$ cat src/rtl/ddr2_sys_ddr2_dmaster_b2p.sv
// rtl/ddr2_sys_ddr2_dmaster_b2p.sv - bytes-to-packets decoder for the debug-master stream path
//
// Strips the in-band control characters from a raw byte stream and emits
// Avalon-ST beats carrying start/end-of-packet and a sticky 8-bit channel.
//   0x7A start-of-packet marker, 0x7B end-of-packet marker,
//   0x7C channel marker (next literal is the channel), 0x7D escape (next byte ^ 0x20).
//
// Ports:
//   clk                 in   single clock, rising edge
//   reset               in   synchronous, active-high
//   in_ready            out  byte stream ready (combinational from out_valid/out_ready)
//   in_valid            in   byte stream valid
//   in_data[7:0]        in   raw byte including control characters
//   out_ready           in   downstream ready
//   out_valid           out  registered beat valid
//   out_data[7:0]       out  decoded payload byte
//   out_channel[7:0]    out  channel presented with every beat
//   out_startofpacket   out  first beat of packet
//   out_endofpacket     out  last beat of packet

module ddr2_sys_ddr2_dmaster_b2p (
    input  logic       clk,
    input  logic       reset,
    output logic       in_ready,
    input  logic       in_valid,
    input  logic [7:0] in_data,
    input  logic       out_ready,
    output logic       out_valid,
    output logic [7:0] out_data,
    output logic [7:0] out_channel,
    output logic       out_startofpacket,
    output logic       out_endofpacket
);

    localparam logic [7:0] SOP_CHAR  = 8'h7A;
    localparam logic [7:0] EOP_CHAR  = 8'h7B;
    localparam logic [7:0] CHAN_CHAR = 8'h7C;
    localparam logic [7:0] ESC_CHAR  = 8'h7D;

    logic       esc_q,  esc_d;
    logic       chan_q, chan_d;
    logic       sop_q,  sop_d;
    logic       eop_q,  eop_d;
    logic       valid_q, valid_d;
    logic [7:0] data_q, data_d;
    logic [7:0] ch_q,   ch_d;
    logic       osop_q, osop_d;
    logic       oeop_q, oeop_d;

    logic       accept;
    logic       is_lit;
    logic [7:0] lit;

    // Single output register: a new byte may enter whenever the slot is
    // empty or is being drained this cycle.
    assign in_ready = !valid_q || out_ready;
    assign accept   = in_valid && in_ready;

    always_comb begin
        esc_d   = esc_q;
        chan_d  = chan_q;
        sop_d   = sop_q;
        eop_d   = eop_q;
        valid_d = valid_q;
        data_d  = data_q;
        ch_d    = ch_q;
        osop_d  = osop_q;
        oeop_d  = oeop_q;
        is_lit  = 1'b0;
        lit     = in_data;

        if (valid_q && out_ready) begin
            valid_d = 1'b0;
        end

        if (accept) begin
            if (esc_q) begin
                // Escaped bytes are always literals, even if they decode to a marker value.
                lit    = in_data ^ 8'h20;
                esc_d  = 1'b0;
                is_lit = 1'b1;
            end else begin
                case (in_data)
                    ESC_CHAR:  esc_d  = 1'b1;
                    SOP_CHAR:  sop_d  = 1'b1;
                    EOP_CHAR:  eop_d  = 1'b1;
                    CHAN_CHAR: chan_d = 1'b1;
                    default:   is_lit = 1'b1;
                endcase
            end

            if (is_lit) begin
                if (chan_q) begin
                    ch_d   = lit;
                    chan_d = 1'b0;
                end else begin
                    data_d  = lit;
                    osop_d  = sop_q;
                    oeop_d  = eop_q;
                    valid_d = 1'b1;
                    sop_d   = 1'b0;
                    eop_d   = 1'b0;
                end
            end
        end
    end

    always_ff @(posedge clk) begin
        if (reset) begin
            esc_q   <= 1'b0;
            chan_q  <= 1'b0;
            sop_q   <= 1'b0;
            eop_q   <= 1'b0;
            valid_q <= 1'b0;
            data_q  <= 8'h00;
            ch_q    <= 8'h00;
            osop_q  <= 1'b0;
            oeop_q  <= 1'b0;
        end else begin
            esc_q   <= esc_d;
            chan_q  <= chan_d;
            sop_q   <= sop_d;
            eop_q   <= eop_d;
            valid_q <= valid_d;
            data_q  <= data_d;
            ch_q    <= ch_d;
            osop_q  <= osop_d;
            oeop_q  <= oeop_d;
        end
    end

    assign out_valid         = valid_q;
    assign out_data          = data_q;
    assign out_channel       = ch_q;
    assign out_startofpacket = osop_q;
    assign out_endofpacket   = oeop_q;

endmodule

$ cat config.mk
export PLATFORM = sky130hd
export DESIGN_NAME = ddr2_sys_ddr2_dmaster_b2p
export DESIGN_NICKNAME = d
export VERILOG_FILES = /design/src/rtl/ddr2_sys_ddr2_dmaster_b2p.sv
export SDC_FILE = /design/constraint.sdc
export NUM_CORES = 1
export LEC_CHECK = 0
export CORE_MARGIN = 3
export CORE_UTILIZATION = 35
export CTS_BUF_LIST = sky130_fd_sc_hd__clkbuf_2 sky130_fd_sc_hd__clkbuf_4 sky130_fd_sc_hd__clkbuf_8
export CTS_CLUSTER_DIAMETER = 80
export DETAILED_ROUTE_END_ITERATION = 8
export PLACE_DENSITY_LB_ADDON = 0.3
export SYNTH_ARGS = -nofsm -noshare
export SYNTH_HDL_FRONTEND = slang
export SYNTH_SLANG_ARGS = --single-unit
$ cat constraint.sdc
create_clock -name clk -period 1.4 [get_ports clk]
set_input_delay 0.28 -clock clk [delete_from_list [all_inputs] [get_ports clk]]
set_output_delay 0.28 -clock clk [all_outputs]
set_load 0.01 [all_outputs]
# ---- Word level (Yosys, flattened, before mapping)
# Index checks and enable logic that the tools add are counted.
dict set report totals {
  out_inout_bits 20
  wordCells 44
  register_bits 23
}
dict set report op_classes {
  bitwise_logic 2
  eq_ne 4
  n_reduce_logical 7
  mux 22
}
# op count
set op_table {}
lappend op_table {{8-bit by 7-bit == test with 1-bit output, second input constant} 4}
lappend op_table {{1-bit two-way mux} 21}
lappend op_table {{6-bit two-way mux} 1}
lappend op_table {{3-bit AND reduction} 2}
lappend op_table {{4-bit OR reduction} 1}
lappend op_table {{1-bit logical AND} 2}
lappend op_table {{1-bit NOT} 2}
lappend op_table {{1-bit logical NOT} 1}
lappend op_table {{1-bit logical OR} 1}

# ---- Longest topological paths before layout
dict set report logic_depth {
  word_depth 7
  mapped_depth 5
}

# ---- Worst setup path after synthesis
# No wires, ideal clock.
dict set report synth_path {
  kind {flip-flop to flip-flop}
  start {reg valid_q (netlist: out_valid)}
  end {reg data_q[0] (netlist: out_data[0])}
  setup_time_ps 118
  required_time_ps 1282
  arrival_ps 1208
  stages_incl_launch_ff 6
  slack_ps 74
  path_cell_list {dfxtp_1 > nand2b_1 > nand2_1 > or3_1 > buf_6 > mux2i_1}
}
dict set report synth_between {
  elab_chain_cells 4
}
# item line
set synth_lines {}
lappend synth_lines {{start, declared} 44} ;# logic valid_q, valid_d;
lappend synth_lines {{start signal, assigned} 124} ;# valid_q <= valid_d;
lappend synth_lines {{1-bit logical NOT} 56} ;# assign in_ready = !valid_q || out_ready;
lappend synth_lines {{1-bit logical OR} 56}
lappend synth_lines {{named net in_ready} 24} ;# output logic in_ready,
lappend synth_lines {{1-bit logical AND} 57} ;# assign accept = in_valid && in_ready;
lappend synth_lines {{3-bit AND reduction (no source line)} -}
lappend synth_lines {{end signal, assigned} 125} ;# data_q <= data_d;
lappend synth_lines {{end, declared} 45} ;# logic [7:0] data_q, data_d;
# The timed path passes the listed nets, and every way through them passes these cells.
# A chain may end at the register's enable or synchronous reset.

# ---- Final worst setup path
dict set report layout_path {
  start {in out_ready}
  end {reg sop_q}
}
dict set report layout_between {
  elab_chain_cells 2
}
# item line
set layout_lines {}
lappend layout_lines {{start, declared} 27} ;# input logic out_ready,
lappend layout_lines {{1-bit logical OR} 56}
lappend layout_lines {{1-bit logical AND} 57}
lappend layout_lines {{end signal, assigned} 122} ;# sop_q <= sop_d;
lappend layout_lines {{end, declared} 42} ;# logic sop_q, sop_d;
# Every way passes these cells.

==> impl_metrics.py <==
metrics = {
    "clock_network": {
        "clock-sinks": 23,
        "clock_latency_ps": 300,
        "numCtsBuffers": 3,
        "cts_tree": "yes",
        "root_buffer": "clkbuf_4",
        "hold_buffers": 0,
        "clockBufferDepth": 2,
        "h-tree-depth": 1,
        "cts.clk_slew.worst_paths_ps": 120,
    },
    "logic_synthesis": {
        "postSynthNetCount": 113,
        "synth.avg_cell_area_um2": 10.4,
        "syn_inst": 101,
        "syn_area_um2": 1050,
        "async_flop_share_pct": 0,
        "synth_mux_area_share_pct": 17.2,
        "synth_cell_type_count": 24,
        "synth-seq-cells": 23,
        "synth_compound_area_share_pct": 3.71,
        "synth_simple_gate_area_share_pct": 30.6,
        "synth_area_leaders": "dfxtp_1 44%, nand2b_1 17%, mux2i_1 17%",
        "synth_common_cells": "29 x nand2b_1, 23 x dfxtp_1, 18 x mux2i_1, 4 x clkbuf_1, 3 x nor3_1",
        "synth_ff_type": "dfxtp_1",
        "synth.most_common_cell": "nand2b_1",
        "synth_edf_count": 0,
        "yosysWarnings": 0,
        "synth_xor_area_share_pct": 1.56,
        "synth_top_family_by_area": "simple AND/OR/NAND/NOR gates",
        "synth_top_cell_by_area": "dfxtp_1",
        "synth_top_area_share_pct": 44.0,
        "seq_area_frac_synth_pct": 44.0,
        "synth_fa_ha_area_share_pct": 0,
    },
    "layout": {
        "nFillCells": 270,
        "instances_no_fill": 173,
        "num_antenna_cells": 0,
        "drive_gt1_share_pct": 20.4,
        "layout.nets": 155,
        "fin_area_um2": 1520,
        "final_core_util_pct": 54.3,
        "area.growth.synth_to_final_pct": 45.7,
    },
    "pwr": {
        "p_seq_share_pct": 57.5,
        "power.switching_mw": 0.294,
        "power.density_nw_per_um2": 780,
        "pwr-share-comb_pct": 17.3,
        "p_int_mw": 0.894,
        "vdd_drop_max_mv": 0.391,
        "pwr-share-clk_pct": 25.2,
        "switching_share_pct": 24.7,
        "total_power_mw": 1.19,
        "p_leak_nw": 0.721,
    },
    "drt": {
        "totalWireLength_mm": 2.26,
        "antenna_left": 0,
        "num_vias": 820,
        "avgViaCountPerCell": 4.74,
        "drt-initial-drc-count": 19,
        "wl_per_cell_um": 13.1,
        "drt_first_pass_iters": 4,
        "drc": 0,
    },
    "global_routing": {
        "grt_usage_pct": 12.9,
        "grt_antenna_before_repair": 0,
        "grt_pass1_wl_mm": 3.55,
        "grt_pass1_vias": 779,
        "grt_max_degree": 34,
        "grt_overflow": 0,
    },
    "min_path": {
        "hold_depth": 3,
        "whs_endpoint": "out_channel[7]",
        "hp-class": "input port to register",
        "holdCritStartpoint": "in_data[7]",
    },
    "die": {
        "die_y_um": 60.7,
        "io_pins": 32,
        "core_area_um2": 2810,
        "die_x_um": 60.7,
        "start_util_pct": 37.3,
        "die_area_um2": 3680,
        "fp-row-count": 19,
    },
    "worst_setup_path": {
        "crit_path_end_kind": "register",
        "worstPathMaxFanout": 3,
        "r2r_cells": 6,
        "r2r-start": "out_valid",
        "r2r_end": "sop_q",
        "crit_top_cell": "buf_4",
        "slowest_stage": "clkdlybuf4s50_1",
        "critPathLaunchType": "input port",
        "reg2reg_slack_ps": 100,
        "crit_required_ps": 1610,
        "cp.arrival_ps": 1570,
        "criticalPathCategory": "input port to register",
        "worstPathCellList": "clkdlybuf4s50_1 > nand2b_4 > buf_4 > and2_2 > buf_4 > a31oi_1 > nor3_1",
        "crit_path_max_incr_delay_ps": 400,
    },
    "placed_design": {
        "place_ws_ps": -561,
        "hpwl_mm": 1.66,
        "globalplace.congestion": 0.767,
        "placed_cells": 167,
        "placed_area_um2": 1450,
        "portBuffers": 31,
    },
    "timing": {
        "finClkSkew_ps": 1.95,
        "period_share_pct": 97.1,
        "worstMarginPinSlew_ps": 345,
        "holdWs_ps": 405,
        "min_period_ps": 1360,
        "rsz0062_at_grt": "false",
        "max_freq_ghz": 0.736,
        "relSlewSlack_pct": 77.0,
        "final.setup.worst_slack_ps": 41.1,
        "finalHoldViolations": 0,
        "finalSetupViolCount": 0,
        "fin_setup_tns_ps": 0,
        "drv_slew": 0,
    },
    "outcome": {
        "status": "completed",
    },
    "run": {
        "max_cap_violations": 0,
    },
}
what timing repair did:
item                       4_1_cts  5_1_grt
gates resized for setup         33        7
pin swaps                        3        1
setup endpoints to repair       42       22
buffers inserted                 1        1
cell families (layout without fill, tap and decap cells):
kind of cell           count (synthesis)  count (layout)
XOR/XNOR                               1               1
AO/OA/AOI/OAI                          6               6
buffers and inverters                  6              47
multiplexers                          18              18
flip-flops                            23              23
AND/OR/NAND/NOR                       47              47
flip-flops by register name, indices dropped and copies added, names as in the netlist:
signal / count
out_valid: 1
out_startofpacket: 1
sop_q: 1
esc_q: 1
out_endofpacket: 1
out_channel: 8
eop_q: 1
out_data: 8
chan_q: 1
critical path: cells and delay by family:
family	cells	cell delay, ps
AO/OA/AOI/OAI	1	170
AND/OR/NAND/NOR	3	430
buffers and inverters	3	690
worst max-delay path by stage:
stage | start | to | slack [ps] | cells past startpoint
after floorplan | out_valid | out_data[0] | 70 | 5
after global placement | in_data[7] | out_data[2] | -490 | 5
after detailed placement | in_data[7] | out_channel[3] | -560 | 5
after CTS | out_ready | in_ready | 3 | 3
after global routing | esc_q | out_channel[1] | 10 | 5
final | out_ready | sop_q | 40 | 7
cell usage in the layout, fill, tap and decap left out, types with 2 or more instances in the layout:
cell | synthesis | final
a21oi_1 | 2 | 2
buf_12 | 0 | 2
buf_4 | 0 | 9
clkbuf_4 | 0 | 3
clkdlybuf4s50_1 | 0 | 4
dfxtp_1 | 23 | 22
dlygate4sd2_1 | 0 | 26
mux2i_1 | 18 | 18
nand2b_1 | 29 | 27
nand2b_4 | 0 | 2
nor3_1 | 3 | 3
nor3_4 | 2 | 2
nor3b_1 | 2 | 2
metal layers:
layer	part of all wire, %	wire length, um	GRT usage, %	vias to the layer above
li1	-	-	-	429
met1	47	1070	17.6	378
met2	49	1110	20.2	11
met3	2.7	61	1.91	2
met4	0.97	22	5.57	0
met5	0	0	0	-
power by group through the flow:
stage / Combinational, mW / Clock, mW / Sequential [mW]
after floorplan: 0.0892 / 0 / 0.705
after global placement: 0.203 / 0 / 0.697
after detailed placement: 0.206 / 0 / 0.698
after CTS: 0.202 / 0.322 / 0.683
after global routing: 0.224 / 0.352 / 0.686
final: 0.205 / 0.299 / 0.683
layout make-up:
type | count | area, um2 | share of cell area (%)
Tap cell | 31 | 38.8 | 2.55
Clock inverter | 1 | 5.00 | 0.328
Timing Repair Buffer | 42 | 380 | 25.0
Sequential cell | 23 | 462 | 30.3
Multi-Input combinational cell | 72 | 612 | 40.1
Clock buffer | 3 | 22.5 | 1.48
Inverter | 1 | 3.75 | 0.246
No activity file was read; power rests on OpenSTA's default activity.
